<file path="src/rtl/instr_imm_encoder.sv">
// Immediate packer for RV32 instruction templates, with a 2-entry result FIFO.
// instr/err are the head FIFO entry. The block also keeps transfer and error counters.
module instr_imm_encoder (
    input  logic        clk,
    input  logic        rst_n,
    input  logic        in_valid,
    output logic        in_ready,
    input  logic [2:0]  imm_type,
    input  logic [31:0] imm,
    input  logic [31:0] base_instr,
    output logic        out_valid,
    input  logic        out_ready,
    output logic [31:0] instr,
    output logic        err,
    output logic [15:0] enc_count,
    output logic [7:0]  err_count
);

    localparam int unsigned W     = 32;
    localparam int unsigned CNT_W = 16;
    localparam int unsigned ERR_W = 8;
    localparam int unsigned OCC_W = 2;

    localparam logic [2:0] T_I = 3'd0;
    localparam logic [2:0] T_S = 3'd1;
    localparam logic [2:0] T_B = 3'd2;
    localparam logic [2:0] T_U = 3'd3;
    localparam logic [2:0] T_J = 3'd4;

    localparam logic [OCC_W-1:0] OCC_EMPTY = 2'd0;
    localparam logic [OCC_W-1:0] OCC_ONE   = 2'd1;
    localparam logic [OCC_W-1:0] OCC_FULL  = 2'd2;

    logic [W-1:0]     clr_mask;
    logic [W-1:0]     packed_bits;
    logic [W-1:0]     enc_instr;
    logic             enc_err;

    logic [W-1:0]     tail_instr;
    logic             tail_err;
    logic [OCC_W-1:0] occ;

    logic [W-1:0]     head_instr_nxt;
    logic             head_err_nxt;
    logic [W-1:0]     tail_instr_nxt;
    logic             tail_err_nxt;
    logic [OCC_W-1:0] occ_nxt;
    logic             in_ready_nxt;
    logic             out_valid_nxt;
    logic [CNT_W-1:0] enc_count_nxt;
    logic [ERR_W-1:0] err_count_nxt;

    logic             accept;
    logic             pop;

    // Field packing and range check. A reserved type clears nothing and flags an error.
    always_comb begin
        clr_mask    = '0;
        packed_bits = '0;
        enc_err     = 1'b1;
        case (imm_type)
            T_I: begin
                clr_mask    = 32'hFFF0_0000;
                packed_bits = {imm[11:0], 20'd0};
                enc_err     = (imm != {{20{imm[11]}}, imm[11:0]});
            end
            T_S: begin
                clr_mask    = 32'hFE00_0F80;
                packed_bits = {imm[11:5], 13'd0, imm[4:0], 7'd0};
                enc_err     = (imm != {{20{imm[11]}}, imm[11:0]});
            end
            T_B: begin
                clr_mask    = 32'hFE00_0F80;
                packed_bits = {imm[12], imm[10:5], 13'd0, imm[4:1], imm[11], 7'd0};
                enc_err     = imm[0] | (imm != {{19{imm[12]}}, imm[12:0]});
            end
            T_U: begin
                clr_mask    = 32'hFFFF_F000;
                packed_bits = {imm[31:12], 12'd0};
                enc_err     = |imm[11:0];
            end
            T_J: begin
                clr_mask    = 32'hFFFF_F000;
                packed_bits = {imm[20], imm[10:1], imm[11], imm[19:12], 12'd0};
                enc_err     = imm[0] | (imm != {{11{imm[20]}}, imm[20:0]});
            end
            default: begin
                clr_mask    = '0;
                packed_bits = '0;
                enc_err     = 1'b1;
            end
        endcase
        enc_instr = (base_instr & ~clr_mask) | packed_bits;
    end

    assign accept = in_valid & in_ready;
    assign pop    = out_valid & out_ready;

    // FIFO, handshake and counter next state. Accept and pop together are only possible at occupancy 1.
    always_comb begin
        head_instr_nxt = instr;
        head_err_nxt   = err;
        tail_instr_nxt = tail_instr;
        tail_err_nxt   = tail_err;
        occ_nxt        = occ;
        enc_count_nxt  = enc_count;
        err_count_nxt  = err_count;

        case ({accept, pop})
            2'b10: begin
                if (occ == OCC_EMPTY) begin
                    head_instr_nxt = enc_instr;
                    head_err_nxt   = enc_err;
                end else begin
                    tail_instr_nxt = enc_instr;
                    tail_err_nxt   = enc_err;
                end
                occ_nxt = occ + OCC_ONE;
            end
            2'b01: begin
                head_instr_nxt = tail_instr;
                head_err_nxt   = tail_err;
                occ_nxt        = occ - OCC_ONE;
            end
            2'b11: begin
                head_instr_nxt = enc_instr;
                head_err_nxt   = enc_err;
            end
            default: begin
                occ_nxt = occ;
            end
        endcase

        if (pop) begin
            enc_count_nxt = enc_count + CNT_W'(1);
            if (err && (err_count != {ERR_W{1'b1}})) begin
                err_count_nxt = err_count + ERR_W'(1);
            end
        end

        out_valid_nxt = (occ_nxt != OCC_EMPTY);
        in_ready_nxt  = (occ_nxt != OCC_FULL);
    end

    // State register.
    always_ff @(posedge clk or negedge rst_n) begin
        if (!rst_n) begin
            instr      <= '0;
            err        <= 1'b0;
            tail_instr <= '0;
            tail_err   <= 1'b0;
            occ        <= OCC_EMPTY;
            out_valid  <= 1'b0;
            in_ready   <= 1'b0;
            enc_count  <= '0;
            err_count  <= '0;
        end else begin
            instr      <= head_instr_nxt;
            err        <= head_err_nxt;
            tail_instr <= tail_instr_nxt;
            tail_err   <= tail_err_nxt;
            occ        <= occ_nxt;
            out_valid  <= out_valid_nxt;
            in_ready   <= in_ready_nxt;
            enc_count  <= enc_count_nxt;
            err_count  <= err_count_nxt;
        end
    end

endmodule

</file>
<file path="config.mk">
export PLATFORM = sky130hd
export DESIGN_NAME = instr_imm_encoder
export DESIGN_NICKNAME = d
export VERILOG_FILES = /design/src/rtl/instr_imm_encoder.sv
export SDC_FILE = /design/constraint.sdc
export NUM_CORES = 1
export LEC_CHECK = 0
export ABC_AREA = 1
export BUFFER_PORTS_ARGS = -buffer_cell sky130_fd_sc_hd__buf_2
export CAP_MARGIN = 0
export CORE_MARGIN = 2
export CORE_UTILIZATION = 51
export DETAILED_ROUTE_END_ITERATION = 10
export PLACE_DENSITY_LB_ADDON = 0.05
export SKIP_LAST_GASP = 1
export SYNTH_ARGS = -nofsm -noshare
export SYNTH_HDL_FRONTEND = slang
export SYNTH_SLANG_ARGS = --single-unit
</file>
<file path="constraint.sdc">
create_clock -name clk -period 4.2 [get_ports clk]
set_input_delay 0.84 -clock clk [delete_from_list [all_inputs] [get_ports clk]]
set_output_delay 0.84 -clock clk [all_outputs]
set_load 0.05 [all_outputs]
</file>
==> results.json, run 1 <==
{
  "viasPerCell": 5.09,
  "clkSinkCount": 94,
  "peakVddDrop_mv": 0.332,
  "grt_use_total_pct": 23.4,
  "grt_pass1_wl_um": 19400,
  "die_y_um": 102,
  "wire_per_inst_um": 13.5,
  "drt_iter0_markers": 187,
  "synth.largest_area_cell": "dfrtp_1",
  "max_slew.worst_pin.slew_ps": 1120,
  "die_area_um2": 10400,
  "syn_area_per_cell_um2": 8.26,
  "ys.warnings.count": 0,
  "r2r_start": "occ[0]",
  "detail-route-antenna-nets": 0,
  "cp.arrival_ps": 3390,
  "path_max_fanout": 50,
  "antenna_cells": 0,
  "p_per_area_nw_per_um2": 710,
  "skew_ps": 12.3,
  "max_freq_ghz": 0.320,
  "dr.pass1.iters": 5,
  "cp.required_ps": 4460,
  "max-slew-margin-rel_pct": 25.4,
  "status": "finished clean",
  "finalSetupViolations": 0,
  "drcViolationCount": 0,
  "p_sw_mw": 2.05,
  "cts_resized": 0,
  "grt_pass1_vias": 4165,
  "postCtsHoldBufs": 0,
  "cts.clk_slew.worst_paths_ps": 100,
  "num_rows": 35,
  "area_growth_pct": 19.3,
  "r2r_end": "instr[10]",
  "p_sw_share_pct": 49.5,
  "critPathCaptureType": "flop",
  "critPathLaunchType": "input port",
  "drive_above_1_share_pct": 25.3,
  "crit_start": "in_valid",
  "internal_power_mw": 2.10,
  "antenna_found_initial": 0,
  "cts_tree": "built",
  "die_w_um": 102,
  "gp_congestion": 0.850,
  "drt-total-wl_um": 11500,
  "setup_ws_ps": 1070,
  "grt_max_degree": 72,
  "worstRegToRegCells": 7,
  "ios": 130,
  "p_seq_share_pct": 37.2,
  "rsz0062_at_grt": "no",
  "syn_inst": 593,
  "final_cell_area_um2": 5850,
  "start_util_pct": 52.8,
  "post_cts_buffers": 0,
  "clkPwrFrac_pct": 15.2,
  "worstHoldPathType": "reg -> reg",
  "hpwl_um": 8420,
  "htreeDepth": 3,
  "synth.top_cell.area_share_pct": 48.0,
  "port_buffers": 129,
  "coreArea_um2": 9280,
  "dpl_cell_area_um2": 5640,
  "fin_crit_ps": 3130,
  "cap_viol_max_count": 0,
  "pre_cts_ws_ps": 700,
  "clock_latency_ps": 360,
  "crit_path_end": "instr[10]",
  "nets": 790,
  "synth.distinct_cells": 41,
  "overflow": 0,
  "synth.top_cells.by_area": "dfrtp_1, nand2_1, nor2_1",
  "totalPowerFinal_mw": 4.15,
  "tns_ps": 0,
  "r2r_slack_ps": 1100,
  "yosysSeqAreaShare_pct": 48.0,
  "vias": 4313,
  "leakagePower_nw": 2.99,
  "hold_viol": 0,
  "syn_area_um2": 4900,
  "syn_nets": 669,
  "crit_type": "in -> reg",
  "ys_ff_latch": 94,
  "slew_viol_final": 0,
  "clock_path_buffers": 2,
  "timing.final.crit_share_pct": 74.5,
  "combPwrFrac_pct": 47.6,
  "cts_buffers": 9,
  "cts_root_buf": "clkbuf_8"
}
final cells by class:
cell class / count / area, µm²
multi-input combinational: 437 / 2300
inverter: 41 / 156
clock buffer: 11 / 141
sequential: 94 / 2350
clock inverter: 5 / 66.3
tap: 129 / 161
timing repair buffer: 131 / 663
fill: 843 / 3440
cell families after synthesis:
family	after synthesis	share of synthesized area, %
AO/OA/AOI/OAI	113	12.6
multiplexers	10	2.07
adder cells (fa/ha/maj)	5	1.28
XOR/XNOR	24	4.29
AND/OR/NAND/NOR	285	26.6
flip-flops	94	48.0
buffers and inverters	62	5.16
worst min path at each step:
| stage | startpoint | endpoint | cells past startpoint |
|---|---|---|---|
| floorplan | tail_instr[0] | tail_instr[0] | 2 |
| finish | enc_count[15] | enc_count[15] | 1 |
| detailed placement | instr[31] | instr[31] | 2 |
| CTS | enc_count[15] | enc_count[15] | 1 |
| global route | enc_count[15] | enc_count[15] | 1 |
| global placement | enc_count[15] | enc_count[15] | 1 |
sequential cells by signal (all words and copies together) (netlist names):
name / cells
instr: 32
out_valid: 1
err: 1
err_count: 8
in_ready: 1
occ: 2
tail_instr: 32
enc_count: 16
tail_err: 1
worst max-delay path: stages:
cell	delay, ps
buf_2	100
nand2_1	110
inv_1	60
ha_1	210
o21ai_4	400
inv_2	420
nor2_8	420
inv_2	370
a21oi_1	200
o21ai_0	110
o21a_1	130
power groups by stage:
stage / sequential, mW / clock (mW) / combinational (mW)
finish: 1.54 / 0.632 / 1.98
global route: 1.60 / 0.683 / 2.17
detailed placement: 1.57 / 0 / 1.98
global placement: 1.55 / 0 / 1.95
floorplan: 2.31 / 0 / 0.740
CTS: 1.55 / 0.641 / 1.99
cells in the mapped netlist, drive strengths merged:
master,count
nand4,5
xnor2,8
mux2i,9
nand2,166
nand3b,1
mux2,1
or2,2
a31oi,9
buf,10
a21oi,41
clkbuf,11
nor4,1
xor2,16
o21a,5
o211ai,1
dfrtp,94
o22ai,4
inv,41
nor3,3
nor2,76
o21ai,52
nand3,31
a211oi,1
ha,5
metal layers:
layer	routed length (µm)	global-route usage, %
met5	0	0
met4	114	6.05
met3	634	4.31
met2	5300	37.6
met1	5400	33.2
cell usage in the layout (no fill, tap or decap), types with 4 or more instances in the layout:
cell,count
xnor2_1,8
mux2i_1,9
nor2_1,69
nand3_1,25
a31oi_1,9
a21oi_1,38
ha_1,4
buf_2,128
inv_1,35
o21a_1,5
inv_2,5
o21ai_0,36
nand3_2,4
dfrtp_1,94
xor2_1,16
o21ai_1,15
nand2_1,160
clkbuf_8,10
o22ai_1,4
nand4_1,5
metrics by stage:
stage               cells  hold slack (ps)  util, %
floorplan             593              449        -
global placement      832              456     60.7
detailed placement    832              466     60.7
CTS                   848              482     63.0
global route          848              510     63.0
finish                848              478     63.0
Note: power is estimated with default switching activity, not from simulation.
==> run 2: changes to the inputs <==
--- a/config.mk
+++ b/config.mk
@@ -9,7 +9,7 @@
 export BUFFER_PORTS_ARGS = -buffer_cell sky130_fd_sc_hd__buf_2
 export CAP_MARGIN = 0
 export CORE_MARGIN = 2
-export CORE_UTILIZATION = 51
+export CORE_UTILIZATION = 48
 export DETAILED_ROUTE_END_ITERATION = 10
 export PLACE_DENSITY_LB_ADDON = 0.05
 export SKIP_LAST_GASP = 1
==> constraint.sdc (replaced) <==
create_clock -name clk -period 2.8 [get_ports clk]
set_input_delay 0.56 -clock clk [delete_from_list [all_inputs] [get_ports clk]]
set_output_delay 0.56 -clock clk [all_outputs]
set_load 0.05 [all_outputs]
==> run 2 against run 1 <==
  * Combinational power grew 52%
  * Hold slack lost 340 ps
  * Routed wire length grew 2.0%
  * Sequential share of layout area shrank 0.25 points
  * Final area grew 0.62%
  * Sequential power grew 50%
  * Register-to-register slack lost 290 ps
  * Sequential cell count is the same
==> results.json, run 2 (synthesis results as in run 1) <==
{
  "worstHoldPathType": "in -> async",
  "finalSetupViolations": 0,
  "critPathCaptureType": "flop",
  "wire_per_inst_um": 13.7,
  "overflow": 0,
  "cts_buffers": 9,
  "vias": 4284,
  "nets": 793,
  "pre_cts_ws_ps": 541,
  "gp_congestion": 0.834,
  "max_freq_ghz": 0.503,
  "critPathLaunchType": "flop",
  "cts_tree": "built",
  "num_rows": 36,
  "mostFrequentLayoutCell": "nand2_1",
  "drcViolationCount": 0,
  "ios": 130,
  "slew_viol_final": 0,
  "clock_latency_ps": 360,
  "drt_iter0_markers": 258,
  "crit_type": "reg -> reg",
  "hold_viol": 0,
  "tns_ps": 0,
  "setup_ws_ps": 810,
  "path_max_fanout": 27,
  "drive_above_1_share_pct": 25.8,
  "drt-total-wl_um": 11700,
  "clock_path_buffers": 2,
  "antenna_found_initial": 0,
  "totalPowerFinal_mw": 6.24,
  "grt_max_degree": 64,
  "postCtsHoldBufs": 0,
  "p_per_area_nw_per_um2": 1060,
  "grt_use_total_pct": 22.1,
  "coreArea_um2": 9820,
  "grt_pass1_wl_um": 19800,
  "viasPerCell": 5.01,
  "rsz0062_at_grt": "no",
  "die_area_um2": 11000,
  "cp.required_ps": 3080,
  "status": "finished clean",
  "cts_root_buf": "clkbuf_8",
  "cts.clk_slew.worst_paths_ps": 90,
  "area_growth_pct": 20.0,
  "cp.arrival_ps": 2270,
  "final_cell_mix": "nand2_1, buf_2, dfrtp_1, nor2_1, a21oi_1",
  "detail-route-antenna-nets": 0,
  "hpwl_um": 8760,
  "die_w_um": 105,
  "peakVddDrop_mv": 0.595,
  "post_cts_buffers": 0,
  "die_y_um": 105,
  "htreeDepth": 3,
  "cts_resized": 0,
  "max-slew-margin-rel_pct": 62.5,
  "dr.pass1.iters": 4,
  "fin_crit_ps": 1990,
  "reg_top3": "instr (32), tail_instr (32), enc_count (16)",
  "timing.final.crit_share_pct": 71.1,
  "start_util_pct": 49.9,
  "skew_ps": 7.12,
  "leakagePower_nw": 3.01,
  "cap_viol_max_count": 0,
  "port_buffers": 129,
  "grt_pass1_vias": 4177,
  "max_slew.worst_pin.slew_ps": 561,
  "antenna_cells": 0,
  "clkSinkCount": 94
}
[run 2: cell types whose count changed in the layout (fill, tap and decap cells not counted)]
cell      change
buf_4         +2
clkbuf_8      -1
clkinv_2      +1
clkbuf_1      -1
inv_6         +1
buf_12        +1
[run 2: per-stage QoR]
| step | hold WS [ps] | instance area, µm² | utilization (%) | instances |
|---|---|---|---|---|
| global placement | 458 | 5680 | 57.8 | 839 |
| global route | 148 | 5880 | 59.9 | 855 |
| finish | 134 | 5880 | 59.9 | 855 |
| detailed placement | 460 | 5680 | 57.8 | 839 |
| CTS | 136 | 5880 | 59.9 | 855 |
| floorplan | 264 | 4900 | - | 593 |
[run 2: routing by layer]
layer,share of wire (%),routed length [µm],vias up,global-route usage (%)
li1,-,-,2175,-
met4,0.63,73,0,5.14
met5,0,0,-,0
met1,48,5590,1975,31.2
met2,46,5390,128,35.4
met3,5.4,626,6,3.87
[run 2: worst max-delay path, cell delays in order (launching register included)]
cell and delay (ps):
dfrtp_1 400, nand2_2 180, ha_1 220, o21ai_4 70, inv_2 300, nor2_8 40, inv_2 200, buf_4 320
nand2_1 90, o21ai_1 80
[run 2: area by class of cell]
| type | count | area [µm²] |
|---|---|---|
| fill | 972 | 3940 |
| inverter | 41 | 156 |
| multi-input combinational | 437 | 2300 |
| clock buffer | 9 | 124 |
| tap | 133 | 166 |
| clock inverter | 7 | 80.1 |
| sequential | 94 | 2350 |
| timing repair buffer | 134 | 698 |
[run 2: final timing paths]
check	cells past startpoint	endpoint	start	slack, ps
max	9	instr[13]	out_valid	810
min	1	err_count[5]	rst_n	130
max reg2reg	9	instr[13]	out_valid	810
min reg2reg	1	enc_count[15]	enc_count[15]	480
max in group asynchronous	2	tail_instr[13]	rst_n	1980
min in group clk	3	tail_instr[5]	base_instr[5]	400
[run 2: report_power, final]
group          total, mW  internal, mW  switching, mW  leakage (nW)
clock              0.928         0.426          0.503         0.102
combinational       3.00         0.782           2.21          1.75
sequential          2.31          1.94          0.376          1.15
